<file path="config.mk">
export PLATFORM = sky130hd
export DESIGN_NAME = redmule_tcdm_splitter
export DESIGN_NICKNAME = d
export VERILOG_FILES = /design/src/rtl/redmule_tcdm_splitter.sv
export SDC_FILE = /design/constraint.sdc
export NUM_CORES = 1
export LEC_CHECK = 0
export CORE_AREA = 5 5 569 571
export DETAILED_ROUTE_END_ITERATION = 16
export DIE_AREA = 0 0 574 576
export SETUP_SLACK_MARGIN = 0.4
export SLEW_MARGIN = 20
export SYNTH_ARGS = -nofsm -noshare
export SYNTH_HDL_FRONTEND = slang
export SYNTH_SLANG_ARGS = --single-unit
export TNS_END_PERCENT = 10
</file>
<file path="constraint.sdc">
create_clock -name clk_i -period 3.4 [get_ports clk_i]
set_input_delay 0.85 -clock clk_i [delete_from_list [all_inputs] [get_ports clk_i]]
set_output_delay 0.85 -clock clk_i [all_outputs]
set_load 0.02 [all_outputs]
</file>
<file path="src/rtl/redmule_tcdm_splitter.sv">
// Splits one wide HCI TCDM request into MP 32-bit bank requests and reassembles the
// per-lane responses in grant order. Optional traffic counters: REDMULE_TCDM_SPLIT_STATS_EN.
module redmule_tcdm_splitter #(
   parameter int unsigned DW    = 256,
   parameter int unsigned MP    = DW / 32,
   parameter int unsigned AW    = 32,
   parameter int unsigned DEPTH = 2
) (
   input  logic               clk_i,
   input  logic               rst_ni,
   input  logic               req_i,
   output logic               gnt_o,
   input  logic [AW-1:0]      add_i,
   input  logic               wen_i,
   input  logic [DW/8-1:0]    be_i,
   input  logic [DW-1:0]      data_i,
   output logic               r_valid_o,
   output logic [DW-1:0]      r_data_o,
   output logic [MP-1:0]      n_req_o,
   input  logic [MP-1:0]      n_gnt_i,
   output logic [MP*AW-1:0]   n_add_o,
   output logic [MP-1:0]      n_wen_o,
   output logic [MP*4-1:0]    n_be_o,
   output logic [MP*32-1:0]   n_data_o,
   input  logic [MP-1:0]      n_r_valid_i,
   input  logic [MP*32-1:0]   n_r_data_i,
   output logic [31:0]        cnt_rd_o,
   output logic [31:0]        cnt_wr_o
);

   localparam int unsigned CW = $clog2(DEPTH + 1);
   localparam int unsigned PW = (DEPTH > 1) ? $clog2(DEPTH) : 1;

   logic [MP-1:0] granted_q;
   logic [CW-1:0] out_cnt  [MP];
   logic [CW-1:0] fifo_cnt [MP];
   logic [PW-1:0] wr_ptr   [MP];
   logic [PW-1:0] rd_ptr   [MP];
   logic [31:0]   fifo_mem [MP][DEPTH];

   logic [MP-1:0] lane_hs, lane_ok, lane_rdy, fifo_empty, fifo_full;
   logic [MP-1:0] rsp_ok, push, pop;

   always_comb begin
      lane_hs    = '0;
      lane_ok    = '0;
      lane_rdy   = '0;
      fifo_empty = '0;
      fifo_full  = '0;
      rsp_ok     = '0;
      n_req_o    = '0;
      n_add_o    = '0;
      n_wen_o    = '0;
      n_be_o     = '0;
      n_data_o   = '0;
      r_data_o   = '0;
      for (int unsigned i = 0; i < MP; i++) begin
         n_add_o[i*AW +: AW] = add_i + AW'(4 * i);
         n_be_o[i*4 +: 4]    = be_i[i*4 +: 4];
         n_data_o[i*32 +: 32] = data_i[i*32 +: 32];
         n_wen_o[i]          = wen_i;
         n_req_o[i]          = req_i & ~granted_q[i] & (out_cnt[i] < CW'(DEPTH));
         lane_hs[i]          = n_req_o[i] & n_gnt_i[i];
         lane_ok[i]          = granted_q[i] | lane_hs[i];
         fifo_empty[i]       = (fifo_cnt[i] == '0);
         fifo_full[i]        = (fifo_cnt[i] == CW'(DEPTH));
         // a response only counts if a transaction is still waiting for it; this drops
         // stragglers from before a reset
         rsp_ok[i]           = n_r_valid_i[i] & (out_cnt[i] > fifo_cnt[i]);
         lane_rdy[i]         = ~fifo_empty[i] | rsp_ok[i];
         r_data_o[i*32 +: 32] = fifo_empty[i] ? n_r_data_i[i*32 +: 32] : fifo_mem[i][rd_ptr[i]];
      end
      gnt_o     = req_i & (&lane_ok);
      r_valid_o = &lane_rdy;
      push      = rsp_ok & ~(fifo_empty & {MP{r_valid_o}});
      pop       = ~fifo_empty & {MP{r_valid_o}};
   end

   always_ff @(posedge clk_i or negedge rst_ni) begin
      if (!rst_ni) begin
         granted_q <= '0;
         for (int unsigned i = 0; i < MP; i++) begin
            out_cnt[i]  <= '0;
            fifo_cnt[i] <= '0;
            wr_ptr[i]   <= '0;
            rd_ptr[i]   <= '0;
         end
      end else begin
         granted_q <= gnt_o ? '0 : (granted_q | lane_hs);
         for (int unsigned i = 0; i < MP; i++) begin
            if (lane_hs[i] && !r_valid_o)
               out_cnt[i] <= out_cnt[i] + 1'b1;
            else if (!lane_hs[i] && r_valid_o)
               out_cnt[i] <= out_cnt[i] - 1'b1;
            if (push[i] && !pop[i])
               fifo_cnt[i] <= fifo_cnt[i] + 1'b1;
            else if (!push[i] && pop[i])
               fifo_cnt[i] <= fifo_cnt[i] - 1'b1;
            if (push[i])
               wr_ptr[i] <= (wr_ptr[i] == PW'(DEPTH - 1)) ? '0 : wr_ptr[i] + 1'b1;
            if (pop[i])
               rd_ptr[i] <= (rd_ptr[i] == PW'(DEPTH - 1)) ? '0 : rd_ptr[i] + 1'b1;
         end
      end
   end

   always_ff @(posedge clk_i) begin
      for (int unsigned i = 0; i < MP; i++)
         if (push[i]) fifo_mem[i][wr_ptr[i]] <= n_r_data_i[i*32 +: 32];
   end

`ifdef REDMULE_TCDM_SPLIT_STATS_EN
   logic [31:0] cnt_rd_q, cnt_wr_q;

   always_ff @(posedge clk_i or negedge rst_ni) begin
      if (!rst_ni) begin
         cnt_rd_q <= '0;
         cnt_wr_q <= '0;
      end else if (gnt_o) begin
         if (wen_i && cnt_rd_q != '1) cnt_rd_q <= cnt_rd_q + 1'b1;
         if (!wen_i && cnt_wr_q != '1) cnt_wr_q <= cnt_wr_q + 1'b1;
      end
   end

   assign cnt_rd_o = cnt_rd_q;
   assign cnt_wr_o = cnt_wr_q;
`else
   assign cnt_rd_o = '0;
   assign cnt_wr_o = '0;
`endif

   a_req_held: assert property (@(posedge clk_i) disable iff (!rst_ni) (|granted_q) |-> req_i)
      else $error("wide request dropped before grant");
   a_fifo_ovf: assert property (@(posedge clk_i) disable iff (!rst_ni) ~|(n_r_valid_i & fifo_full))
      else $error("lane response arrived with full buffer");

endmodule
</file>
# Word level (Yosys, flattened, before mapping)
# Memory sizes are Yosys's and may differ from the RTL's.
# Index checks and enable logic that the tools add are counted.
# W data, S select, Z words.
# totals
ff_bits	56
mem_count	1
mem_bits_ro	0
latch_bits	0
ram_bits	512
out_inout_bits	882
# op_classes
mux	113
n_eq_ne	0
div	0
add_sub_neg	55
n_lt_le_gt_ge	40
bitwise_logic	87
shift	0
reduce_logical	91
n_mul	0
# memory_table
memory	depth	word_bits	read_ports	rd_ports_with_merged_regs	wr	line	source
fifo_mem	8	64	8	0	8	39	logic [31:0] fifo_mem [MP][DEPTH];
# op_table
operator	n
$mux W32	40
$mux W64	8
$demux W32 S1	8
$add A32 B5 Y32 const B	4
$add A32 B4 Y32 const B	2
$mux W2	32
$logic_and A1 B1 Y1	40
$and A1 B1 Y1	33
$add A2 B1 Y2 const B	16
$add A32 B3 Y32 const B	1
$ge A2 B2 Y1 const B	16
$not A1 Y2	16
$reduce_bool A2 Y1	16
$sub A2 B1 Y2 const B	16
$logic_not A1 Y1	25
$and A8 B8 Y8	3
$mux W1	24
$add A1 B1 Y1 const B	16
$gt A2 B2 Y1	8
$logic_not A2 Y1	8
$lt A2 B1 Y1 const B	8
$lt A2 B2 Y1 const B	8
$not A1 Y1	16
$not A8 Y8	2
4 further kinds	20

# Longest topological paths before layout
# Gate-level depths: netlist of run 1.
# logic_depth
ltp_word	11
depth_mapped	11
ltp_nobuf	11

# Worst setup path before layout of run 1
# OpenSTA, ideal clock, no wires.
# synth_timing
path_type	input -> output
from	input add_i[2]
to	output n_add_o[240]
stages	9
t_arrival_ns	2.789
path_slack_ns	-0.239
required_ns	2.550
cell_sequence	clkbuf_1 > inv_1 > ha_1 > inv_1 > a21oi_1 > nor2_1 > nand2_1 > nor2_1 > xor2_1
# synth_via
elab_chain_len	1
# synth_rtl
element	line	source
start: declaration	13	input logic [AW-1:0] add_i,
$add A32 B5 Y32	58	n_add_o[i*AW +: AW] = add_i + AW'(4 * i);
end: declaration	21	output logic [MP*AW-1:0] n_add_o,
# No other way between the ends.

# Final worst setup path of run 1
# layout_timing
from	register fifo_cnt[12] in the netlist's numbering
to	output r_valid_o
# layout_via
elab_chain_len	4
# layout_rtl
element	line	source
start: declaration	36	logic [CW-1:0] fifo_cnt [MP];
start signal: indexed assignment	96	fifo_cnt[i] <= fifo_cnt[i] + 1'b1;
start signal: indexed assignment	98	fifo_cnt[i] <= fifo_cnt[i] - 1'b1;
$gt A2 B2 Y1 or $logic_not A2 Y1 (tied branches)	69, 65	
$and A1 B1 Y1 or $not A1 Y1 (tied branches)	69, 70	
$or A1 B1 Y1 *	70	lane_rdy[i] = ~fifo_empty[i] | rsp_ok[i];
$reduce_and A8 Y1 *	74	r_valid_o = &lane_rdy;
end: declaration	17	output logic r_valid_o,
# Mark *: on every way between the ends. The rest lies on a longest branch, timed or not.

==> metrics.txt, run 1 <==
Congestion Overflow GR 0; Routability Congestion 0.944; crit-path max cell delay 490 ps; largest net degree at the start of global routing 66; CTS Root Cell clkbuf_16; total power 44.6 mW; most frequent cells in the layout edfxtp_1, buf_4, clkdlybuf4s50_1, nand2_1, mux2i_1; first-pass GRT wire length 218,000 um; TritonRoute pass-1 iters 5; clk_lat worst skew 690 ps; Die Ht 576 um; Worst-Margin Slew 1040 ps; fin cells 7,770; clk slew on worst S/H paths 60 ps; Crit-path slowest cell dfrtp_2; hold-fix buffers at CTS 0; Routed WL 172,000 um; I/O pins 1,478; Starting Density 0.0947; Layout Area Growth over Synthesis 65.8%; Worst EP arrival 2780 ps; maximum clock frequency 0.276 GHz; Bufs on Longest Clock Path 3; Die Area 331,000 sq um; CP required 2550 ps; final core occ 0.157; Initial DRC Count 1,204; Tmin final 3630 ps; Mapped Area 30,000 sq um; synth unique cells 39; clk_skew 57.1 ps; CP Capture Type output pin; final setup vio count 4; CP startpoint kind flop; Worst path most repeated cell buf_6; Largest delay share family, worst path flip-flops; P_leak 18.6 nW; CP bufs+invs 3; met1 WL 58,000 um; core area 317,000 sq um; yosys warns 0; DIE WIDTH 574 um; failing checks setup timing; final worst slack -225 ps; worst-path cell chain ha_1, nand2_1, o211ai_1, a22o_1, buf_6, nor4_4, buf_4, buf_6; Site Rows 207; placed insts 7,488; vias in the first global route 23,900; final slew viol count 0; Tcrit/Tclk final 1.07; antenna-violating nets left 0; via count 23,400; CTS H-Tree Depth 3; wire per inst 22.2 um; CTS Sinks 568; Hold Crit Class in2async; CTS tree built; Num CTS Buffers 67; Hold Violations, Final 0; worst-path maximum fanout 6; DR WL met3 24,500 um; Seq/Total Area, Yosys 0.558; RSZ-0062 raised after global routing yes; power density over cell area 895 nW/um^2; DR WL met2 80,600 um; syn avg cell area 11.5 sq um; initial antenna violation count 47; DRC Markers 0; Cells after Synth 2,610; Slew HR 0.305; Tot GR Track Use 0.0960; Hold Slack 141 ps; nets 4,173; Port Buffers 810; layout cells sized above 1 0.371; #FFs+latches synth 568; pre-CTS setup slack -1030 ps; DR vias/cell 3.01; total of max-cap violations 0; Peak VDD IR 0.646 mV; most common cell after layout, fill and taps aside edfxtp_1; DP HPWL 142,000 um; fill cell count 35,100; top layer in use met5; status finished with violations; critical path class reg2out
==> what timing repair did <==
action | CTS | global route
resized for setup | 1030 | 561
endpoints found under the setup margin | 737 | 784
cloned | 0 | 15
pin swaps | 120 | 55
setup buffers | 90 | 54
==> worst reg2reg max path, stage by stage, from the launching register on <==
cell	delay (ps)
dfrtp_2	490
ha_1	300
nand2_1	90
o211ai_1	120
a22o_1	310
buf_6	140
nor4_4	310
buf_4	180
buf_6	80
buf_6	80
buf_6	80
buf_6	80
buf_6	80
buf_6	80
buf_6	100
clkinvlp_4	90
buf_12	160
ha_4	160
xor2_1	150
nor2_1	140
xnor2_1	140
==> registers in the layout, summed over array words and instances (netlist names) <==
name and cells:
fifo_cnt 16, fifo_mem 512, granted_q 8, out_cnt 16, rd_ptr 8, wr_ptr 8
==> cells by family after synthesis <==
kind of cell             synth area share
AO/OA/AOI/OAI                      0.0511
buffers and inverters               0.126
multiplexers                       0.0853
XOR/XNOR                           0.0740
other                            0.000125
AND/OR/NAND/NOR                    0.0878
adder cells (fa/ha/maj)            0.0171
flip-flops                          0.558
==> per-stage QoR <==
step | cell area (sq um) | TNS [ps]
finish | 49800 | -294
global placement | 44600 | -134720
detailed placement | 44600 | -134750
floorplan | 30500 | -32540
CTS | 48800 | -14090
global route | 49800 | -3330
==> metal layers <==
metal / track usage / up-vias
met5: 0.00172 / -
met4: 0.0449 / 12
met2: 0.159 / 1271
met3: 0.0595 / 374
met1: 0.0946 / 11300
li1: - / 10400
==> synth_stat cells (all sizes together) <==
library cell	instances	area share
o211ai	8	0.0020
o21ai	258	0.043
nand3	19	0.0032
xnor2	159	0.046
nor3b	8	0.0020
nand4	11	0.0025
nor2	90	0.011
edfxtp	512	0.51
or2	12	0.0025
nand2b	2	0.00042
nor4	7	0.0022
or3	4	0.00083
buf	460	0.11
nand2	378	0.047
a22o	4	0.0012
inv	35	0.0044
a21oi	21	0.0035
mux2i	256	0.085
clkbuf	89	0.011
a31oi	7	0.0015
or4	3	0.00075
and4	3	0.00087
ha	41	0.017
nor3	25	0.0043
xor2	95	0.028
dfrtp	56	0.047
and3	8	0.0017
conb	1	0.00012
nor2b	20	0.0042
and2	18	0.0037
==> layout make-up <==
class / instances / area [sq um] / area share
diodes: 4 / 10.0 / 0.000201
clock buffers: 85 / 1750 / 0.0352
clock inverters: 34 / 389 / 0.00781
inverters: 35 / 155 / 0.00312
multi-input cells: 1523 / 11500 / 0.232
flip-flops and latches: 568 / 16800 / 0.337
well taps: 4180 / 5230 / 0.105
repair buffers: 1341 / 13900 / 0.279
==> power breakdown <==
group | internal (mW) | total (mW) | leakage [nW] | switching, mW
registers | 10.3 | 11.2 | 5.31 | 0.965
logic | 11.3 | 26.3 | 12.3 | 14.9
clock network | 3.90 | 7.06 | 1.03 | 3.15
==> final timing paths <==
check,from,end,slack [ps],cells after the start
setup / recovery,fifo_cnt[12],r_valid_o,-230,8
hold / removal,rst_ni,rd_ptr[4],140,1
setup reg to reg,fifo_cnt[12],out_cnt[15],-30,20
hold reg to reg,wr_ptr[4],wr_ptr[4],500,1
max in group asynchronous,rst_ni,rd_ptr[3],2640,2
min in group clk_i,wr_ptr[4],wr_ptr[4],500,1
(Power assumes the default switching activity.)
==> inputs of run 2 (changes only) <==
--- a/config.mk
+++ b/config.mk
@@ -5,6 +5,7 @@
 export SDC_FILE = /design/constraint.sdc
 export NUM_CORES = 1
 export LEC_CHECK = 0
+export CAP_MARGIN = 10
 export CORE_AREA = 5 5 569 571
 export DETAILED_ROUTE_END_ITERATION = 16
 export DIE_AREA = 0 0 574 576
==> results of run 2 <==
Same layout as run 1: the final DEF is identical, and so are final timing and power.
